**src/rtl/move_cmd_encoder.sv**
```systemverilog
// move_cmd_encoder: turns a latched (cur -> tgt) move on a 16x16 grid into a
// stream of bounded single-axis 4-bit commands over a valid/ready handshake.
// Command format: [3:2] magnitude, [1] axis (0=x, 1=y), [0] sign (1=subtract).
// Build option: define MOVE_AXIS_INTERLEAVE_EN to alternate x/y commands
// (x first) instead of finishing x before starting y.
module move_cmd_encoder #(
  parameter int unsigned MAX_STEP = 3
) (
  input  logic       clk,
  input  logic       rst,
  input  logic       start,
  input  logic [3:0] cur_x,
  input  logic [3:0] cur_y,
  input  logic [3:0] tgt_x,
  input  logic [3:0] tgt_y,
  output logic [3:0] cmd_out,
  output logic       cmd_valid,
  input  logic       cmd_ready,
  output logic       busy,
  output logic       done,
  output logic [4:0] cmd_count
);

  typedef enum logic [1:0] {IDLE, X_STEP, Y_STEP, DONE} state_t;

  state_t     state, state_nxt;
  logic [3:0] pos_x, pos_y, tgt_xr, tgt_yr;
  logic [3:0] pos_x_nxt, pos_y_nxt, tgt_xr_nxt, tgt_yr_nxt;
  logic [3:0] cmd_out_nxt;
  logic       cmd_valid_nxt, busy_nxt, done_nxt;
  logic [4:0] cmd_count_nxt;

  // Build one command that moves p toward t by at most MAX_STEP.
  function automatic logic [3:0] make_cmd(input logic [3:0] p,
                                          input logic [3:0] t,
                                          input logic       axis);
    logic [4:0] d, a;
    logic       neg;
    logic [1:0] m;
    d   = {1'b0, t} - {1'b0, p};
    neg = d[4];
    a   = neg ? (5'd0 - d) : d;
    m   = (a > 5'(MAX_STEP)) ? 2'(MAX_STEP) : a[1:0];
    return {m, axis, neg};
  endfunction

  // Apply an accepted command's magnitude/sign to one coordinate.
  function automatic logic [3:0] apply_cmd(input logic [3:0] p,
                                           input logic [3:0] c);
    return c[0] ? (p - {2'b00, c[3:2]}) : (p + {2'b00, c[3:2]});
  endfunction

  // Next-state and next-register logic for the whole encoder.
  always_comb begin
    state_nxt     = state;
    pos_x_nxt     = pos_x;
    pos_y_nxt     = pos_y;
    tgt_xr_nxt    = tgt_xr;
    tgt_yr_nxt    = tgt_yr;
    cmd_out_nxt   = cmd_out;
    cmd_valid_nxt = cmd_valid;
    busy_nxt      = busy;
    done_nxt      = 1'b0;
    cmd_count_nxt = cmd_count;

    case (state)
      IDLE: begin
        if (start) begin
          pos_x_nxt     = cur_x;
          pos_y_nxt     = cur_y;
          tgt_xr_nxt    = tgt_x;
          tgt_yr_nxt    = tgt_y;
          cmd_count_nxt = '0;
          cmd_valid_nxt = 1'b0;
          busy_nxt      = 1'b1;
          state_nxt     = X_STEP;
        end
      end

      X_STEP, Y_STEP: begin
        if (!cmd_valid) begin
          // Entry into a step state: emit the first command, or skip the axis.
          if (state == X_STEP) begin
            if (pos_x == tgt_xr) state_nxt = Y_STEP;
            else begin
              cmd_out_nxt   = make_cmd(pos_x, tgt_xr, 1'b0);
              cmd_valid_nxt = 1'b1;
            end
          end else begin
            if (pos_y == tgt_yr) begin
              state_nxt = DONE;
              busy_nxt  = 1'b0;
              done_nxt  = 1'b1;
            end else begin
              cmd_out_nxt   = make_cmd(pos_y, tgt_yr, 1'b1);
              cmd_valid_nxt = 1'b1;
            end
          end
        end else if (cmd_ready) begin
          cmd_count_nxt = (cmd_count == 5'd31) ? 5'd31 : cmd_count + 5'd1;
          if (cmd_out[1]) pos_y_nxt = apply_cmd(pos_y, cmd_out);
          else            pos_x_nxt = apply_cmd(pos_x, cmd_out);
          // Finishing the last command drops valid and parks in Y_STEP so the
          // following edge sees zero distance and enters DONE; this keeps done
          // timing identical in both builds.
          cmd_valid_nxt = 1'b0;
`ifdef MOVE_AXIS_INTERLEAVE_EN
          if (!cmd_out[1]) begin
            if (pos_y_nxt != tgt_yr) begin
              cmd_out_nxt   = make_cmd(pos_y_nxt, tgt_yr, 1'b1);
              cmd_valid_nxt = 1'b1;
              state_nxt     = Y_STEP;
            end else if (pos_x_nxt != tgt_xr) begin
              cmd_out_nxt   = make_cmd(pos_x_nxt, tgt_xr, 1'b0);
              cmd_valid_nxt = 1'b1;
            end else state_nxt = Y_STEP;
          end else begin
            if (pos_x_nxt != tgt_xr) begin
              cmd_out_nxt   = make_cmd(pos_x_nxt, tgt_xr, 1'b0);
              cmd_valid_nxt = 1'b1;
              state_nxt     = X_STEP;
            end else if (pos_y_nxt != tgt_yr) begin
              cmd_out_nxt   = make_cmd(pos_y_nxt, tgt_yr, 1'b1);
              cmd_valid_nxt = 1'b1;
            end else state_nxt = Y_STEP;
          end
`else
          if (!cmd_out[1]) begin
            if (pos_x_nxt != tgt_xr) begin
              cmd_out_nxt   = make_cmd(pos_x_nxt, tgt_xr, 1'b0);
              cmd_valid_nxt = 1'b1;
            end else state_nxt = Y_STEP;
          end else begin
            if (pos_y_nxt != tgt_yr) begin
              cmd_out_nxt   = make_cmd(pos_y_nxt, tgt_yr, 1'b1);
              cmd_valid_nxt = 1'b1;
            end
          end
`endif
        end
      end

      DONE: state_nxt = IDLE;

      default: state_nxt = IDLE;
    endcase
  end

  // State and output registers; reset drops any pending command at once.
  always_ff @(posedge clk or posedge rst) begin
    if (rst) begin
      state     <= IDLE;
      pos_x     <= '0;
      pos_y     <= '0;
      tgt_xr    <= '0;
      tgt_yr    <= '0;
      cmd_out   <= '0;
      cmd_valid <= 1'b0;
      busy      <= 1'b0;
      done      <= 1'b0;
      cmd_count <= '0;
    end else begin
      state     <= state_nxt;
      pos_x     <= pos_x_nxt;
      pos_y     <= pos_y_nxt;
      tgt_xr    <= tgt_xr_nxt;
      tgt_yr    <= tgt_yr_nxt;
      cmd_out   <= cmd_out_nxt;
      cmd_valid <= cmd_valid_nxt;
      busy      <= busy_nxt;
      done      <= done_nxt;
      cmd_count <= cmd_count_nxt;
    end
  end

endmodule

```
**config.mk**
```make
export PLATFORM = sky130hd
export DESIGN_NAME = move_cmd_encoder
export DESIGN_NICKNAME = d
export VERILOG_FILES = /design/src/rtl/move_cmd_encoder.sv
export SDC_FILE = /design/constraint.sdc
export NUM_CORES = 1
export LEC_CHECK = 0
export ABC_AREA = 1
export CELL_PAD_IN_SITES_DETAIL_PLACEMENT = 2
export CELL_PAD_IN_SITES_GLOBAL_PLACEMENT = 2
export CORE_AREA = 2 2 96 98
export DETAILED_ROUTE_END_ITERATION = 8
export DIE_AREA = 0 0 98 100
export PLACE_DENSITY = 0.86
export SLEW_MARGIN = 20
export SYNTH_ARGS = -nofsm -noshare
export SYNTH_HDL_FRONTEND = slang
export SYNTH_SLANG_ARGS = --single-unit
```
**constraint.sdc**
```tcl
create_clock -name clk -period 8.9 [get_ports clk]
set_input_delay 2.67 -clock clk [delete_from_list [all_inputs] [get_ports clk]]
set_output_delay 2.67 -clock clk [all_outputs]
set_load 0.02 [all_outputs]
```
* After elaboration in Yosys (flattened, before gate mapping)
Index checks and enable logic that the tools add are counted.
** Operators by class
- $add $sub $neg :: 13
- Magnitude comparators :: 4
- Equal/unequal tests :: 24
- Muxes and demuxes :: 67
- Reductions and logical operators :: 10
** Operator list (count)
- $mux W4 :: 24
- $mux W5 :: 8
- $mux W2 :: 12
- $gt A5 B2 Y1 const B :: 4
- $sub A1 B5 Y5 const A :: 4
- $sub A4 B4 Y5 :: 4
- $mux W1 :: 17
- $pmux W4 S2 :: 2
- $ne A3 B3 Y1 const B :: 5
- $ne A2 B2 Y1 const B :: 6
- $reduce_and A6 Y1 :: 2
- $pmux W5 S2 :: 1
- $add A4 B2 Y4 :: 2
- $eq A4 B4 Y1 :: 2
- $ne A4 B4 Y1 :: 2
- $ne A4 B4 Y1 const B :: 2
- $reduce_and A4 Y1 :: 2
- $sub A4 B2 Y4 :: 2
- $ne A3 B2 Y1 const B :: 2
- $pmux W2 S3 :: 1
- $add A5 B1 Y5 const B :: 1
- $eq A5 B5 Y1 const B :: 1
- $reduce_and A5 Y1 :: 1
- $eq A2 B2 Y1 const B :: 2
- other kinds (7) :: 9
** Word-level totals
- Register bits :: 30
- Bits of input ports :: 20
- Output and inout port bits :: 12
- Word-level logic and storage cells :: 129

* Logic depth before layout (Yosys ltp)
Gate-level depths: netlist of the first run.
- Word-level depth :: 15
- Depth in mapped cells :: 26
- Gate-level depth less buffers :: 26

* Least setup slack after synthesis of the first run
OpenSTA, ideal clock, no wires.
- Kind :: input port to flip-flop
- Start point :: input start
- End point :: register pos_y[1]
- Setup time :: 0.130 ns
- Arrival time :: 3.629 ns
- Required time :: 8.770 ns
- Path slack :: 5.141 ns
- Stages on the path :: 8
- Buffers on the path :: 0
- Cell sequence :: nand2_1 > inv_1 > a21oi_1 > inv_1 > o21ai_2 > clkinv_1 > o211ai_1 > o21ai_0
** On the way
- Word-level cells in the longest chain between the ends :: 2
** Ends and longest elaborated chain
- start: declaration :: line 11 : input logic start,
- $ne A2 B2 Y1 (no line)
- $reduce_and A4 Y1 (no line)
- end signal: assignment :: line 165 : pos_y <= pos_y_nxt;
- end: declaration :: line 27 : logic [3:0] pos_x, pos_y, tgt_xr, tgt_yr;
Every way passes these cells.
A chain may end at the register's enable or synchronous reset.

* Worst setup path after layout of the first run
- Start point :: input start
- End point :: register pos_y[3]
The elaborated chain is that of the path after synthesis.

==> impl_metrics.tcl, run 1 <==
set metrics [dict create \
    num-nets-final 519 \
    wl_per_cell_um 19.17 \
    dr.first_iter.drc_count 118 \
    cts.reportedPaths.clkPinSlew_ns 0.08 \
    ios 32 \
    setup.worst_path.class "input pin to flip-flop" \
    yosys_warnings 0 \
    cts_max_level 2 \
    gp_congestion 0.8417 \
    finalSetupViolCount 0 \
    post_drt_via_cell_ratio 5.337 \
    worst-endpoint-arrival_ns 4.98 \
    timing.critical_path.mode_cell "sky130_fd_sc_hd__inv_1" \
    period_needed_ns 4.786 \
    seq_area_frac_synth_pct 25.34 \
    ratio_of_cells_with_drive_above_1_in_the_final_layout_pct 8.137 \
    worst-r2r-setup-slack_ns 4.89 \
    detailed_place_hpwl_um 8737 \
    clock_insertion_delay_at_the_later_pin_of_the_skew_report_ns 0.29 \
    ctsHoldBuffers 0 \
    setup_repair_after_global_routing_missed_its_margin "no" \
    cts-root-to-sink-buffers 2 \
    crit_path_cell_trace "clkdlybuf4s50_1 -> nand2_1 -> inv_1 -> a21oi_1 -> inv_1 -> o21ai_2 -> nor2_1 -> inv_1 -> o21ai_0" \
    finalCritPeriodShare_pct 53.78 \
    worstSetupStartpointType "input pin" \
    placement.setup.worst_slack_ns 3.980 \
    r2r_start "cmd_out[2]" \
    diodes 0 \
    std_cell_rows 35 \
    cts-buffers-inserted 5 \
    post_synth_num_cell_types 37 \
    fp.dieH_um 100 \
    hold_path_depth 2 \
    critical_path.n_buffers_inverters 4 \
    postSynthRegisterBits 30 \
    dieWidth_um 98 \
    critical_path.max_stage_delay_ns 0.51 \
    syn_to_final_growth_pct 18.41 \
    crit_slowest_cell "sky130_fd_sc_hd__nor2_1" \
    initial_core_util_pct 33.33 \
    crit_family "buffers and inverters" \
    critical_path.reg2reg.endpoint "cmd_out[2]" \
    hold_path_end "pos_x[3]" \
    worst_hold_startpoint "pos_x[3]" \
    remaining_drc_errors 0 \
    finalWirelength_um 11080 \
    grt_overflow_total 0 \
    firstDrtPassIters 4 \
    max-slew-margin-rel_pct 56.88 \
    required_ns 9.10 \
    die_area_sq_um 9800 \
    antenna_violating_nets_left 0 \
    post_cts_resize_count 0 \
    timing_max_transition_violations_final 0 \
    cts_setup_buffers 0 \
    synth_area_sq_um 2963 \
    fin_skew_ns 0.01637 \
    largest_net_degree_at_the_start_of_global_routing 31 \
    logic_depth_of_the_worst_register_to_register_path 25 \
    grt_util_all_layers_pct 23.88 \
    avgSynthCellArea_sq_um 6.858 \
    core_area_sq_um 8890 \
    wire_length_of_the_first_global_routing_pass_um 18370 \
    dpl.cell_count 570 \
    ctsRootBufferMaster "sky130_fd_sc_hd__clkbuf_8" \
    status "complete, no violations" \
    tns_ns 0 \
    achievable-frequency_mhz 208.9 \
    stdcell_count 578 \
    worst_min_path_class "flip-flop to flip-flop" \
    hold_viol_final 0 \
    nFillCells 1051 \
    grt_pass1_vias 3445 \
    setup.worst_path.end_class "flip-flop" \
    cts_tree "done" \
    grt_antenna_before_repair 0 \
    max_cap_violations 0 \
    setup_ws_ns 4.114 \
    placement.io_buffers 31 \
    synth_nets 485 \
    worst-slew-pin-transition_ns 0.6468 \
    cell_count_after_synthesis 432 \
    path_max_fanout 13 \
    tritoncts_num_sinks 30 \
    vias 3085 \
]
-- cells in the final DEF, fill, tap and decap left out, types with 3 or more instances in the layout --
cell type	instances
sky130_fd_sc_hd__a21oi_1	12
sky130_fd_sc_hd__a22oi_1	3
sky130_fd_sc_hd__clkbuf_8	5
sky130_fd_sc_hd__clkdlybuf4s50_1	31
sky130_fd_sc_hd__dfrtp_1	30
sky130_fd_sc_hd__fa_1	4
sky130_fd_sc_hd__ha_1	29
sky130_fd_sc_hd__inv_1	79
sky130_fd_sc_hd__inv_2	3
sky130_fd_sc_hd__nand2_1	101
sky130_fd_sc_hd__nand2_2	10
sky130_fd_sc_hd__nand3_1	32
sky130_fd_sc_hd__nand3_2	9
sky130_fd_sc_hd__nand4_1	9
sky130_fd_sc_hd__nor2_1	34
sky130_fd_sc_hd__nor3_1	3
sky130_fd_sc_hd__o21ai_0	35
sky130_fd_sc_hd__o22ai_1	3
sky130_fd_sc_hd__xnor2_1	4
sky130_fd_sc_hd__xor2_1	4
-- final cells by class --
class,count,area (sq um),area share (%)
tap,111,138.9,3.959
inverter,83,311.5,8.880
multi-input combinational,314,1879,53.57
clock buffer,6,72.57,2.068
timing repair buffer,32,317.8,9.059
sequential,30,750.7,21.40
clock inverter,2,37.54,1.070
-- synthesized netlist by cell type, drive strengths merged --
library cell | instances | area share, %
inv | 82 | 10
xnor2 | 4 | 1.2
nor3 | 3 | 0.51
and2 | 2 | 0.42
a22oi | 3 | 0.76
o21bai | 1 | 0.25
nor2 | 34 | 4.3
a22o | 2 | 0.59
or2 | 2 | 0.42
dfrtp | 30 | 25
o22ai | 3 | 0.63
nand3 | 43 | 9.6
xor2 | 4 | 1.2
o311ai | 2 | 0.59
buf | 1 | 0.17
nand4 | 9 | 1.9
clkbuf | 4 | 0.55
fa | 4 | 2.7
clkinv | 1 | 0.13
a21oi | 12 | 2.0
nand2 | 113 | 16
a21o | 1 | 0.25
o211ai | 2 | 0.51
o21ai | 37 | 6.4
nor4 | 1 | 0.21
nand3b | 1 | 0.25
ha | 29 | 12
o221ai | 2 | 0.80
-- layer usage --
| layer | part of all wire [%] | global-route usage [%] |
|---|---|---|
| met5 | 0 | 0 |
| met4 | 2.7 | 6.838 |
| met3 | 2.7 | 2.786 |
| met2 | 53 | 44.84 |
| met1 | 41 | 28.71 |
-- worst min-delay path, delay by kind of cell (launching register included) --
kind | cells | cell delay [ns]
flops | 1 | 0.35
compound gates | 2 | 0.14
-- flip-flops by register name, summed over array words and instances, names as in the netlist --
signal     count
pos_y          4
tgt_xr         4
tgt_yr         4
done           1
busy           1
cmd_valid      1
pos_x          4
state          2
cmd_out        4
cmd_count      5
-- how the worst max path moves through the flow --
stage                     startpoint  endpoint  cells after the start
after floorplan                start  pos_y[1]                      8
after global placement         start  pos_y[2]                     10
after detailed placement       start  pos_y[2]                     10
after CTS                      start  pos_y[3]                      9
after global routing           start  pos_y[3]                      9
final                          start  pos_y[3]                      9
-- metrics by stage --
step           utilization (%)  instance area [sq um]  hold slack (ns)
2_1_floorplan                -                   2963           0.4729
5_1_grt                  39.47                   3508           0.5809
3_3_place_gp             38.23                   3398           0.4915
6_report                 39.47                   3508           0.5311
4_1_cts                  39.47                   3508           0.5269
3_5_place_dp             38.23                   3398           0.5099
-- cell families after synthesis --
logic type               count (synthesis)  synth area share (%)
flip-flops                              30                 25.34
adder cells (fa/ha/maj)                 33                 14.95
AND/OR/NAND/NOR                        208                 33.32
buffers and inverters                   88                 11.23
AO/OA/AOI/OAI                           65                 12.80
XOR/XNOR                                 8                 2.365
Power of run 1 is not shown: default switching activity piles up to over one toggle a cycle in this logic, so the estimate is an artifact.
==> run 2, diff against run 1 <==
--- a/config.mk
+++ b/config.mk
@@ -8,10 +8,10 @@
 export ABC_AREA = 1
 export CELL_PAD_IN_SITES_DETAIL_PLACEMENT = 2
 export CELL_PAD_IN_SITES_GLOBAL_PLACEMENT = 2
-export CORE_AREA = 2 2 96 98
+export CORE_AREA = 2 2 105 107
 export DETAILED_ROUTE_END_ITERATION = 8
-export DIE_AREA = 0 0 98 100
-export PLACE_DENSITY = 0.86
+export DIE_AREA = 0 0 107 109
+export PLACE_DENSITY = 0.76
 export SLEW_MARGIN = 20
 export SYNTH_ARGS = -nofsm -noshare
 export SYNTH_HDL_FRONTEND = slang
==> constraint.sdc (replaced) <==
create_clock -name clk -period 4.25 [get_ports clk]
set_input_delay 1.275 -clock clk [delete_from_list [all_inputs] [get_ports clk]]
set_output_delay 1.275 -clock clk [all_outputs]
set_load 0.02 [all_outputs]
==> run 2 against run 1 <==
Compared with the run above:
- first-iteration DRC count decreased by 32%
- routed wire length down 4.5%
- worst setup slack got worse by 3.5 ns
- via count down 3.3%
- core utilization down 6.2 points
- flip-flop and latch count unchanged
- non-clock buffer count unchanged
- die area grew 19%
- count of clock-buffer cells in the layout rose by 1
- cell area grew 0.50%
- clock skew fell by 0.011 ns
- highest routed layer unchanged
==> impl_metrics.tcl, run 2 (synthesis gave the netlist of run 1 again) <==
set metrics [dict create \
    period_needed_ns 3.669 \
    finalWirelength_um 10590 \
    finalSetupViolCount 0 \
    critical_path.n_buffers_inverters 4 \
    syn_to_final_growth_pct 19.00 \
    status "complete, no violations" \
    gp_congestion 0.8167 \
    num-nets-final 519 \
    remaining_drc_errors 0 \
    critical_path.max_stage_delay_ns 0.58 \
    core_area_sq_um 10600 \
    cts-buffers-inserted 5 \
    crit_slowest_cell "sky130_fd_sc_hd__nor2_1" \
    grt_overflow_total 0 \
    max_cap_violations 0 \
    dr.first_iter.drc_count 80 \
    worst-endpoint-arrival_ns 3.87 \
    ctsHoldBuffers 0 \
    wire_length_of_the_first_global_routing_pass_um 17640 \
    timing.critical_path.mode_cell "sky130_fd_sc_hd__inv_1" \
    cts-root-to-sink-buffers 2 \
    ios 32 \
    worst-r2r-setup-slack_ns 0.60 \
    crit_path_end "pos_y[3]" \
    fin_skew_ns 0.004956 \
    firstDrtPassIters 4 \
    critical_path.reg2reg.endpoint "cmd_out[2]" \
    crit_family "buffers and inverters" \
    crit_path_cell_trace "clkdlybuf4s50_1 -> nand2_1 -> inv_1 -> a21oi_1 -> inv_1 -> o21ai_2 -> nor2_1 -> inv_1 -> o21ai_0" \
    cts_tree "done" \
    finalCritPeriodShare_pct 86.33 \
    worst-slew-pin-transition_ns 0.6900 \
    dieWidth_um 107 \
    largest_net_degree_at_the_start_of_global_routing 31 \
    grt_pass1_vias 3324 \
    grt_util_all_layers_pct 19.62 \
    r2r_start "cmd_out[2]" \
    crit_start "start" \
    setup.worst_path.class "input pin to flip-flop" \
    largest_register_ffs 5 \
    path_depth 9 \
    setup_repair_after_global_routing_missed_its_margin "no" \
    ratio_of_cells_with_drive_above_1_in_the_final_layout_pct 8.137 \
    required_ns 4.45 \
    cts.reportedPaths.clkPinSlew_ns 0.07 \
    diodes 0 \
    timing_max_transition_violations_final 0 \
    post_cts_resize_count 0 \
    cts_max_level 2 \
    std_cell_rows 38 \
    fp.dieH_um 109 \
    commonest_non_fill_non_tap_cell_in_the_layout "sky130_fd_sc_hd__nand2_1" \
    setup.worst_path.end_class "flip-flop" \
    initial_core_util_pct 27.94 \
    grt_antenna_before_repair 0 \
    post_drt_via_cell_ratio 4.914 \
    tritoncts_num_sinks 30 \
    logic_depth_of_the_worst_register_to_register_path 21 \
    max-slew-margin-rel_pct 53.83 \
    clock_insertion_delay_at_the_later_pin_of_the_skew_report_ns 0.29 \
    die_area_sq_um 11660 \
    worstSetupStartpointType "input pin" \
    most-common-layout-cells "101 x sky130_fd_sc_hd__nand2_1, 79 x sky130_fd_sc_hd__inv_1, 35 x sky130_fd_sc_hd__o21ai_0" \
    antenna_violating_nets_left 0 \
    cts_setup_buffers 0 \
    vias 2983 \
    hold_viol_final 0 \
    worst_min_path_class "flip-flop to flip-flop" \
    wl_per_cell_um 17.44 \
    path_max_fanout 13 \
    tns_ns 0 \
    placement.io_buffers 31 \
    regMostFlops "cmd_count" \
    detailed_place_hpwl_um 8859 \
    achievable-frequency_mhz 272.5 \
    ctsRootBufferMaster "sky130_fd_sc_hd__clkbuf_8" \
]
==> run 2: cell types whose count changed in the layout (fill, tap and decap cells not counted) <==
cell                         delta
sky130_fd_sc_hd__clkinvlp_4     -1
sky130_fd_sc_hd__clkbuf_8       +1
sky130_fd_sc_hd__clkinv_2       +1
sky130_fd_sc_hd__bufinv_16      -1
==> run 2: per-stage QoR <==
step	worst slack [ns]	utilization, %	cell area [sq um]	std cells	hold slack, ns
3_3_place_gp	0.3276	32.39	3435	599	0.5091
6_report	0.5808	33.25	3526	607	0.5335
3_5_place_dp	0.3302	32.39	3435	599	0.5163
4_1_cts	0.5926	33.25	3526	607	0.5381
5_1_grt	0.3412	33.25	3526	607	0.5672
2_1_floorplan	1.121	-	2963	432	0.4729
==> run 2: per-layer routing <==
layer | vias up | wire (um) | GRT usage, % | part of all wire, %
li1 | 1459 | - | - | -
met1 | 1481 | 4847 | 25.37 | 46
met2 | 31 | 5427 | 35.58 | 51
met3 | 12 | 188 | 2.391 | 1.8
met4 | 0 | 125 | 3.432 | 1.2
met5 | - | 0 | 0 | 0
==> run 2: how the worst min path moves through the flow <==
stage,from,end,cells past startpoint
after floorplan,pos_x[3],pos_x[3],2
after global placement,state[1],state[1],2
after detailed placement,pos_y[3],pos_y[3],2
after CTS,pos_x[3],pos_x[3],2
after global routing,pos_x[3],pos_x[3],2
final,pos_y[3],pos_y[3],2
==> run 2: final cells by class <==
type,instances,area (sq um)
Fill cell,1282,7077
Multi-Input combinational cell,314,1879
Sequential cell,30,750.7
Timing Repair Buffer,32,317.8
Inverter,83,311.5
Tap cell,140,175.2
Clock buffer,7,86.33
Clock inverter,1,5.005
==> run 2: tightest hold or removal path: cells and delay by family (launching register included) <==
| family | cells | cell delay, ns |
|---|---|---|
| flip-flops | 1 | 0.34 |
| AO/OA/AOI/OAI | 2 | 0.15 |
Power of run 2 is left out for the same reason.
==> run 3, diff against run 2 <==
--- a/config.mk
+++ b/config.mk
@@ -12,7 +12,6 @@
 export DETAILED_ROUTE_END_ITERATION = 8
 export DIE_AREA = 0 0 107 109
 export PLACE_DENSITY = 0.76
-export SLEW_MARGIN = 20
 export SYNTH_ARGS = -nofsm -noshare
 export SYNTH_HDL_FRONTEND = slang
 export SYNTH_SLANG_ARGS = --single-unit
==> results of run 3 <==
The final DEF is identical to that of run 2; final timing and power are the same.
Power of run 3 is left out for the same reason.
